## src/rtl/jtopl_pg_sched.sv

```systemverilog
// Phase-generator sequencer: walks the operator slots round-robin, computes each slot's
// phase increment from its frequency settings and advances a per-slot phase accumulator.
module jtopl_pg_sched #(
    parameter int unsigned SLOTS = 18,
    parameter int unsigned PHW   = 19
) (
    input  logic       clk,
    input  logic       rst,
    input  logic       cen,
    output logic [4:0] slot,
    input  logic [9:0] fnum,
    input  logic [2:0] block,
    input  logic [3:0] mult,
    input  logic       keyon,
    input  logic [3:0] pm_offset,
    output logic       zero,
    output logic [4:0] ph_slot,
    output logic [9:0] phase_out,
    output logic       ph_valid
);

    logic [4:0]     r_slot;
    logic           r_zero;
    logic [SLOTS-1:0] r_hist;
    logic [PHW-1:0] r_acc [SLOTS];

    logic           r_s1_valid;
    logic [4:0]     r_s1_slot;
    logic [PHW-1:0] r_s1_inc;
    logic           r_s1_edge;

    logic [4:0]     r_ph_slot;
    logic [9:0]     r_phase;
    logic           r_ph_valid;

    logic [4:0]     w_slot_nxt;
    logic [16:0]    w_freq_raw;
    logic [16:0]    w_freq_sh;
    logic [15:0]    w_pure;
    logic [4:0]     w_m2;
    logic [20:0]    w_prod;
    logic [20:0]    w_prod_half;
    logic [PHW-1:0] w_inc;
    logic           w_edge;
    logic [PHW-1:0] w_acc_nxt;

    assign w_slot_nxt = (r_slot == 5'(SLOTS - 1)) ? 5'd0 : r_slot + 5'd1;

    // Negative PM offsets wrap modulo 2^17 before the octave shift.
    assign w_freq_raw = {7'd0, fnum} + {{13{pm_offset[3]}}, pm_offset};
    assign w_freq_sh  = w_freq_raw << block;
    assign w_pure     = w_freq_sh[16:1];

    always_comb begin
        w_m2 = 5'd1;
        case (mult)
            4'd0:  w_m2 = 5'd1;
            4'd1:  w_m2 = 5'd2;
            4'd2:  w_m2 = 5'd4;
            4'd3:  w_m2 = 5'd6;
            4'd4:  w_m2 = 5'd8;
            4'd5:  w_m2 = 5'd10;
            4'd6:  w_m2 = 5'd12;
            4'd7:  w_m2 = 5'd14;
            4'd8:  w_m2 = 5'd16;
            4'd9:  w_m2 = 5'd18;
            4'd10: w_m2 = 5'd20;
            4'd11: w_m2 = 5'd20;
            4'd12: w_m2 = 5'd24;
            4'd13: w_m2 = 5'd24;
            4'd14: w_m2 = 5'd30;
            4'd15: w_m2 = 5'd30;
            default: w_m2 = 5'd1;
        endcase
    end

    assign w_prod      = {5'd0, w_pure} * {16'd0, w_m2};
    assign w_prod_half = w_prod >> 1;
    assign w_inc       = w_prod_half[PHW-1:0];
    assign w_edge      = keyon & ~r_hist[r_slot];
    assign w_acc_nxt   = r_s1_edge ? '0 : r_acc[r_s1_slot] + r_s1_inc;

    always_ff @(posedge clk) begin
        if (rst) begin
            r_slot     <= 5'd0;
            r_zero     <= 1'b0;
            r_hist     <= '0;
            r_s1_valid <= 1'b0;
            r_s1_slot  <= 5'd0;
            r_s1_inc   <= '0;
            r_s1_edge  <= 1'b0;
            r_ph_slot  <= 5'd0;
            r_phase    <= 10'd0;
            r_ph_valid <= 1'b0;
            for (int i = 0; i < SLOTS; i++) r_acc[i] <= '0;
        end else if (cen) begin
            r_slot         <= w_slot_nxt;
            r_zero         <= (w_slot_nxt == 5'd0);
            r_hist[r_slot] <= keyon;
            r_s1_valid     <= 1'b1;
            r_s1_slot      <= r_slot;
            r_s1_inc       <= w_inc;
            r_s1_edge      <= w_edge;
            r_ph_valid     <= r_s1_valid;
            if (r_s1_valid) begin
                r_acc[r_s1_slot] <= w_acc_nxt;
                r_phase          <= w_acc_nxt[PHW-1 -: 10];
                r_ph_slot        <= r_s1_slot;
            end
        end
    end

    assign slot      = r_slot;
    assign zero      = r_zero;
    assign ph_slot   = r_ph_slot;
    assign phase_out = r_phase;
    assign ph_valid  = r_ph_valid;

endmodule

```

## config.mk

```make
export PLATFORM = sky130hd
export DESIGN_NAME = jtopl_pg_sched
export DESIGN_NICKNAME = d
export VERILOG_FILES = /design/src/rtl/jtopl_pg_sched.sv
export SDC_FILE = /design/constraint.sdc
export NUM_CORES = 1
export LEC_CHECK = 0
export CAP_MARGIN = 20
export CORE_ASPECT_RATIO = 0.9
export CORE_MARGIN = 10
export CORE_UTILIZATION = 57
export CTS_CLUSTER_DIAMETER = 150
export CTS_CLUSTER_SIZE = 30
export DETAILED_ROUTE_END_ITERATION = 16
export HOLD_SLACK_MARGIN = 0.12
export PLACE_DENSITY = 0.76
export SYNTH_ARGS = -nofsm -noshare
export SYNTH_HDL_FRONTEND = slang
export SYNTH_SLANG_ARGS = --single-unit
```

## constraint.sdc

```tcl
create_clock -name clk -period 7.33 [get_ports clk]
set_input_delay 1.466 -clock clk [delete_from_list [all_inputs] [get_ports clk]]
set_output_delay 1.466 -clock clk [all_outputs]
set_load 0.01 [all_outputs]
```

After elaboration in Yosys (flattened, before gate mapping)
Memory sizes are Yosys's and may differ from the RTL's. A register that Yosys moved wholly into a read port is not among the register bits. Cells that the tools add are included. Widths: inputs -> output; s select.

Memory bits (read-only): 80. Output and inout bits: 22. Word-level logic and storage cells: 44. Bits in registers: 66. Memories: 2. Bits in writable memories: 342.

Memories: r_acc (words 18, width 19, rd ports 1, clocked after Yosys merged registers in 1, wr ports 18, line 25) `logic [PHW-1:0] r_acc [SLOTS];`; (name not given) (words 16, width 5, rd ports 1, clocked after Yosys merged registers in 0, wr ports 0, line 56) `case (mult)`.

Multipliers: 1. $add $sub $neg: 3. Reductions and logical operators: 4. Bitwise logic cells: 2. Order comparisons: 2. Shift-type cells: 1. Equal/unequal tests: 1. Mux-type cells: 18.

Operator list (count): $mux 19 (2); $mul 16x5->20 (1); $mux 5 (4); $add 19x19->19 (1); $reduce_or 19->1 (1); $bwmux 18 (1); $shl 17x3->17 (1); $add 11x4->12 (1); $mux 1 (9); $lt 5x6->1 const B (1); $add 5x1->5 const B (1); $bmux 1 s5 (1); $demux 1 s5 (1); $eq 5x5->1 const B (1); $ge 5x1->1 const B (1); $logic_not 5->1 (1); $reduce_and 2->1 (1); $and 1x1->1 (1); $logic_and 1x1->1 (1); $not 1->1 (1).

Depth between registers and ports, before layout
Gate-level depths: netlist of run 1.

Depth in word-level cells: 6. Gate-level depth with buffers: 24. Depth with buffers taken out: 24.

Least setup slack after synthesis of run 1
OpenSTA, ideal clock, no wires.

Kind: in2reg. From: in fnum[0]. To: reg r_s1_inc[18]. Buffers on the path: 0. Setup slack: -0.092 ns. Required time: 7.218 ns. Stages: 23. Data arrival time: 7.310 ns. Cell sequence: ha_1 -> fa_1 -> a211oi_1 -> nor2_1 -> o221a_2 -> or3_1 -> mux4_2 -> mux2_2 -> and2_1 -> fa_1 -> fa_1 -> inv_1 -> fa_1 -> inv_1 -> ha_1 -> a21o_1 -> a21o_1 -> a21oi_1 -> o21ai_0 -> a31o_2 -> a31oi_1 -> a211oi_1 -> a2111oi_1.

Word-level cells in the longest chain between the ends: 3.

Ends and longest elaborated chain: start: declaration (line 11) `input logic [9:0] fnum,`; $add 11x4->12 (line 50) `assign w_freq_raw = {7'd0, fnum} + {{13{pm_offset[3]}}, pm_offset};`; $shl 17x3->17 (line 51) `assign w_freq_sh = w_freq_raw << block;`; $mul 16x5->20 (line 77) `assign w_prod = {5'd0, w_pure} * {16'd0, w_m2};`; end signal: assignment (line 102) `r_s1_inc <= w_inc;`; end: declaration (line 29) `logic [PHW-1:0] r_s1_inc;`.

No other way between the ends. A chain may end at the register's enable or synchronous reset.

Worst setup path in the final report of run 1
From: in fnum[1]. To: reg r_s1_inc[18].

The elaborated chain is that of the path after synthesis.

==> impl_metrics.tcl, run 1 <==
set metrics [dict create \
    dieWidth_um 269 \
    grt_max_degree 61 \
    period_minus_slack_ns 7.10 \
    vias_per_cell 6.30 \
    status "completed" \
    grt_pass1_vias 19300 \
    clock_latency_ns 0.62 \
    final_common_cell "edfxtp_1" \
    synth_ff_type "edfxtp_1" \
    grt-busiest-layer "met2" \
    io_pins 47 \
    antenna_found_initial 3 \
    first_iter_violations 2729 \
    yosys_warnings 0 \
    synthesis.nets 2339 \
    p_int_mw 5.85 \
    min_path_cells 2 \
    async_flop_share 0 \
    drc_errors 0 \
    met3_usage 0.0511 \
    power_frac_clock 0.235 \
    hold_violations 0 \
    root_buffer "clkbuf_16" \
    combPwrFrac 0.214 \
    drive_gt1_frac 0.200 \
    dpl.hpwl_mm 50.9 \
    ctsHoldBuffers 0 \
    end_kind "flop" \
    avgSynthCellArea_um2 14.4 \
    drv_cap 0 \
    switchingPower_mw 2.09 \
    fp.dieH_um 244 \
    timing.slew.headroom 0.176 \
    swShare 0.264 \
    p_per_area_nw_per_um2 226 \
    r2r_cells 12 \
    wl_per_cell_um 25.1 \
    vdd_drop_max_mv 0.205 \
    ys_types 63 \
    track_usage 0.234 \
    use_met2 0.367 \
    skew_ns 0.0266 \
    worst_slew_pin_slew_ns 1.24 \
    coreArea_um2 55500 \
    cts.clk_slew.worst_paths_ns 0.11 \
    synthCells 2210 \
    worstHoldStart "phase_out[5]$_SDFFE_PP0P_" \
    numClockSinks 679 \
    timing.fmax_ghz 0.141 \
    start_util 0.574 \
    io_buffers 46 \
    grt_pass1_wl_mm 118 \
    dieArea_um2 65800 \
    diodes 0 \
    vias 19500 \
    rows 82 \
    ys_seq_area_frac 0.618 \
    finalWeightedCongestion 0.937 \
    cp.arrival_ns 7.60 \
    rrSetupSlack_ns 1.29 \
    htreeDepth 1 \
    ant_nets 0 \
    clock_path_buffers 3 \
    cp-start-kind "primary input" \
    first_pass_iters 5 \
    yosys_register_bits 679 \
    met1_usage 0.332 \
    setup_tns_ns 0 \
    globalRouteOverflowTotal 0 \
    area_growth_pct 10.0 \
    cp_max_fo 2 \
    final_cell_mix "608 x edfxtp_1, 390 x nor2_1, 198 x mux4_2, 157 x buf_4, 109 x nand2_1" \
    netlist_area_um2 31900 \
    critPathKind "in -> reg" \
    worst_ep_required_time_ns 7.84 \
    cts_tree "done" \
    cts_inserted_buffers 26 \
    routed_wl_mm 77.7 \
    power_mw 7.94 \
    reg2reg_to "r_acc[22][17]$_DFFE_PP_" \
    min_path_type "reg -> reg" \
    leakage_nw 12.1 \
    setup_viol 0 \
    synth_edf_count 608 \
    seqPwrFrac 0.551 \
    min_to "phase_out[5]$_SDFFE_PP0P_" \
    fin_crit_sh 0.968 \
    fin_nets 2444 \
    maxSlewViolCount 0 \
]
logic make-up after synthesis:
group                    Yosys count  synth area share
AO/OA/AOI/OAI                    211            0.0421
XOR/XNOR                          32           0.00880
adder cells (fa/ha/maj)          104            0.0510
buffers and inverters            235            0.0284
flip-flops                       679             0.618
multiplexers                     251             0.158
AND/OR/NAND/NOR                  698            0.0947
registers in the layout (all words and copies together) (netlist names), named ones only:
register	cells
r_s1_slot	5
r_s1_inc	19
r_s1_edge	1
r_s1_valid	1
r_hist	18
r_acc	608
phase_out	10
slot	5
ph_valid	1
ph_slot	5
zero	1
Yosys cell counts (4+ instances only):
cell type,count,area share
mux2i_1,29,0.0091
mux4_2,198,0.14
nand3_1,16,0.0025
or2_2,4,0.00079
nor2b_1,15,0.0029
and3_1,9,0.0018
ha_1,61,0.024
a21oi_1,74,0.012
nor4_1,8,0.0016
nor2_1,406,0.048
o21ai_0,43,0.0068
and2_1,25,0.0049
o21a_1,9,0.0021
dfxtp_1,71,0.045
xor2_1,9,0.0025
o21bai_1,6,0.0014
nand2_1,109,0.013
nand4_1,8,0.0016
a41oi_1,4,0.0011
nor3_1,46,0.0072
clkinv_1,4,0.00047
fa_1,43,0.027
xnor2_1,23,0.0063
inv_1,92,0.011
a31oi_1,10,0.0020
a211oi_1,14,0.0033
mux2_2,24,0.0085
o31ai_1,5,0.0012
clkbuf_1,115,0.014
or4_1,6,0.0014
nand2b_1,26,0.0051
edfxtp_1,608,0.57
a21o_1,16,0.0038
or3_1,12,0.0024
nand3b_1,4,0.00094
buf_1,17,0.0020
final cells by class:
cell class	instances	area [µm²]
Fill cell	3998	20400
Multi-Input combinational cell	1296	11400
Clock inverter	2	38.8
Inverter	97	364
Timing Repair Buffer	215	1840
Sequential cell	679	19700
Tap cell	756	946
Clock buffer	46	747
critical path, stage by stage:
cell and delay (ns):
clkdlybuf4s50_1 0.46, fa_2 0.44, a211oi_4 0.25, nor2_2 0.08
o221a_2 0.27, or3_1 0.40, mux4_2 0.49, mux2_2 0.29
and2_1 0.17, fa_1 0.47, fa_1 0.49, inv_1 0.05
fa_1 0.48, inv_1 0.04, ha_1 0.28, a21o_1 0.18
a21o_1 0.18, a21oi_2 0.14, o21ai_2 0.09, a31o_2 0.26
a31oi_2 0.20, a211oi_1 0.07, a2111oi_1 0.35
per-layer routing:
metal  routed length [µm]  up-vias
li1                     -     8412
met1                30900     9935
met2                36300     1008
met3                 8570      108
met4                 1920        2
met5                   11        -
through the flow:
step | util | setup slack (ns) | instances | instance area (µm²) | hold WS [ns]
finish | 0.632 | 0.234 | 3091 | 35100 | 0.453
global route | 0.632 | -0.00471 | 3091 | 35100 | 0.484
CTS | 0.628 | 0.0200 | 3081 | 34800 | 0.453
detailed placement | 0.613 | -0.701 | 3032 | 34100 | 0.436
global placement | 0.613 | -0.590 | 3032 | 34100 | 0.430
floorplan | - | 0.00958 | 2210 | 31900 | 0.449
power groups by stage:
stage	sequential [mW]	clock, mW	combinational, mW
after floorplan	4.43	0	1.05
after global placement	4.45	0	1.60
after detailed placement	4.46	0	1.64
after CTS	4.37	1.87	1.66
after global routing	4.38	1.99	1.88
final	4.37	1.87	1.70
worst max path at each step:
stage	from	endpoint	slack, ns
after floorplan	fnum[0]	r_s1_inc[18]$_SDFFE_PP0P_	0.01
after global placement	fnum[0]	r_s1_inc[18]$_SDFFE_PP0P_	-0.59
after detailed placement	fnum[0]	r_s1_inc[18]$_SDFFE_PP0P_	-0.70
after CTS	fnum[0]	r_s1_inc[18]$_SDFFE_PP0P_	0.02
after global routing	fnum[1]	r_s1_inc[18]$_SDFFE_PP0P_	-0.005
final	fnum[1]	r_s1_inc[18]$_SDFFE_PP0P_	0.23
timing repair:
| action | CTS | global route |
|---|---|---|
| cloned | 0 | 0 |
| pin swaps | 1 | 9 |
| setup endpoints to repair | 1 | 6 |
| setup buffers | 1 | 1 |
| gates resized for setup | 1 | 19 |
Power figures use the tool's default switching activity.
==> inputs of run 2 (changes only) <==
Settings changed: SLEW_MARGIN set to 20.
==> impl_metrics.tcl, run 2 (synthesized netlist as in run 1, its figures left out) <==
set metrics [dict create \
    hold_violations 0 \
    grt_max_degree 61 \
    critical_path.max_stage_delay_ns 0.49 \
    min_to "phase_out[3]$_SDFFE_PP0P_" \
    rows 82 \
    rrSetupSlack_ns 1.31 \
    dpl.hpwl_mm 50.9 \
    grt_pass1_vias 19300 \
    fin_crit_sh 0.968 \
    place_worst_setup_slack_ns -0.701 \
    vias_per_cell 6.32 \
    drv_cap 0 \
    seqPwrFrac 0.551 \
    wl_per_cell_um 25.1 \
    nFillCells 4013 \
    critPathKind "in -> reg" \
    timing.fmax_ghz 0.141 \
    worst_ep_required_time_ns 7.84 \
    finalWeightedCongestion 0.937 \
    final_cell_mix "608 x edfxtp_1, 390 x nor2_1, 198 x mux4_2, 156 x buf_4, 109 x nand2_1" \
    regMostFlops "r_acc" \
    largestRegisters "r_acc (608), r_s1_inc (19), r_hist (18)" \
    skew_ns 0.0274 \
    maxSlewViolCount 0 \
    worst_slew_pin_slew_ns 1.26 \
    fin_cells 3082 \
    diodes 0 \
    dieArea_um2 65800 \
    p_int_mw 5.84 \
    track_usage 0.234 \
    coreArea_um2 55500 \
    start_util 0.574 \
    fp.dieH_um 244 \
    antenna_found_initial 3 \
    status "completed" \
    combPwrFrac 0.213 \
    fin_nets 2435 \
    io_buffers 46 \
    io_pins 47 \
    p_per_area_nw_per_um2 227 \
    path_cells "clkdlybuf4s50_1, fa_2, a211oi_4, nor2_2, o221a_2, or3_1, mux4_2, mux2_2, and2_1, fa_1, fa_1, inv_1, fa_1, inv_1, ha_1, a21o_1, a21o_1, a21oi_2, o21ai_2, a31o_2, a31oi_2, a211oi_1, a2111oi_1" \
    reg2reg_to "r_acc[22][17]$_DFFE_PP_" \
    cts_inserted_buffers 26 \
    crit_path_start "fnum[1]" \
    end_kind "flop" \
    min_path_cells 2 \
    setup_viol 0 \
    first_pass_iters 5 \
    leakage_nw 12.0 \
    cp-start-kind "primary input" \
    min_path_type "reg -> reg" \
    cp.arrival_ns 7.60 \
    cp.buffers_inverters 3 \
    first_iter_violations 2773 \
    cp_max_fo 2 \
    design_area_um2 35000 \
    dpl.cell_count 3032 \
    cts_tree "done" \
    globalRouteOverflowTotal 0 \
    routed_wl_mm 77.4 \
    dieWidth_um 269 \
    numClockSinks 679 \
    largest_reg_flops 608 \
    cpMostUsedCell "fa_1" \
    swShare 0.263 \
    area_growth_pct 9.69 \
    setup_tns_ns 0 \
    drive_gt1_frac 0.201 \
    period_minus_slack_ns 7.10 \
    power_frac_clock 0.235 \
    timing.slew.headroom 0.158 \
    cts.clk_slew.worst_paths_ns 0.11 \
    ant_nets 0 \
    htreeDepth 1 \
    drc_errors 0 \
    clock_latency_ns 0.62 \
    clock_path_buffers 3 \
    place_area_um2 34100 \
    worstHoldStart "phase_out[3]$_SDFFE_PP0P_" \
    vdd_drop_max_mv 0.205 \
    final_common_cell "edfxtp_1" \
    cpLargestDelayFamily "adder cells" \
    grt_pass1_wl_mm 118 \
    r2r_cells 12 \
    root_buffer "clkbuf_16" \
    switchingPower_mw 2.09 \
    whs_ns 0.455 \
    setup_slack_ns 0.234 \
    critical-path-slowest-cell "mux4_2" \
    vias 19500 \
]
## run 2: cell count changes in the layout (fill, tap and decap cells not counted), moves of 2 or more
cell | before | now
buf_6 | 2 | 0
buf_8 | 5 | 0
nand2b_1 | 26 | 18
nand2b_2 | 0 | 8
## run 2: layer usage
metal	share of wire	up-vias	global-route usage	routed length [µm]
met4	0.027	2	0.0546	2070
met1	0.39	9946	0.332	30400
met2	0.46	1034	0.367	36000
li1	-	8390	-	-
met5	0.00014	-	0	11
met3	0.12	113	0.0511	8980
## run 2: layout make-up
class | instances | area (µm²) | area share
clock buffers | 46 | 747 | 0.0214
clock inverters | 2 | 38.8 | 0.00111
inverters | 97 | 364 | 0.0104
multi-input cells | 1296 | 11500 | 0.328
flip-flops and latches | 679 | 19700 | 0.563
well taps | 756 | 946 | 0.0271
repair buffers | 206 | 1710 | 0.0489
## run 2: how the worst max path moves through the flow
stage | endpoint | cells past startpoint
2_1_floorplan | r_s1_inc[18]$_SDFFE_PP0P_ | 23
3_3_place_gp | r_s1_inc[18]$_SDFFE_PP0P_ | 24
3_5_place_dp | r_s1_inc[18]$_SDFFE_PP0P_ | 24
4_1_cts | r_s1_inc[18]$_SDFFE_PP0P_ | 24
5_1_grt | r_s1_inc[18]$_SDFFE_PP0P_ | 26
6_report | r_s1_inc[18]$_SDFFE_PP0P_ | 23
## run 2: worst min-delay path, delay by kind of cell (launching register included)
kind / cells / cell delay [ns]
flops: 1 / 0.33
simple gates: 2 / 0.09
## run 2: power by group through the flow
stage / logic, mW / clock network, mW / registers [mW]
global placement: 1.60 / 0 / 4.45
global route: 1.87 / 1.99 / 4.38
floorplan: 1.05 / 0 / 4.43
finish: 1.69 / 1.87 / 4.37
CTS: 1.66 / 1.87 / 4.37
detailed placement: 1.64 / 0 / 4.46
## run 2: timing repair
action	CTS	global route
cloned	0	0
setup buffers	1	1
hold buffers	0	0
endpoints found under the hold margin	0	0
setup endpoints to repair	1	6
resized for setup	1	19
pin swaps	1	9
## run 2: metrics by stage
step,power (mW),utilization
finish,7.93,0.630
floorplan,5.48,-
CTS,7.90,0.628
detailed placement,6.10,0.613
global placement,6.06,0.613
global route,8.25,0.630
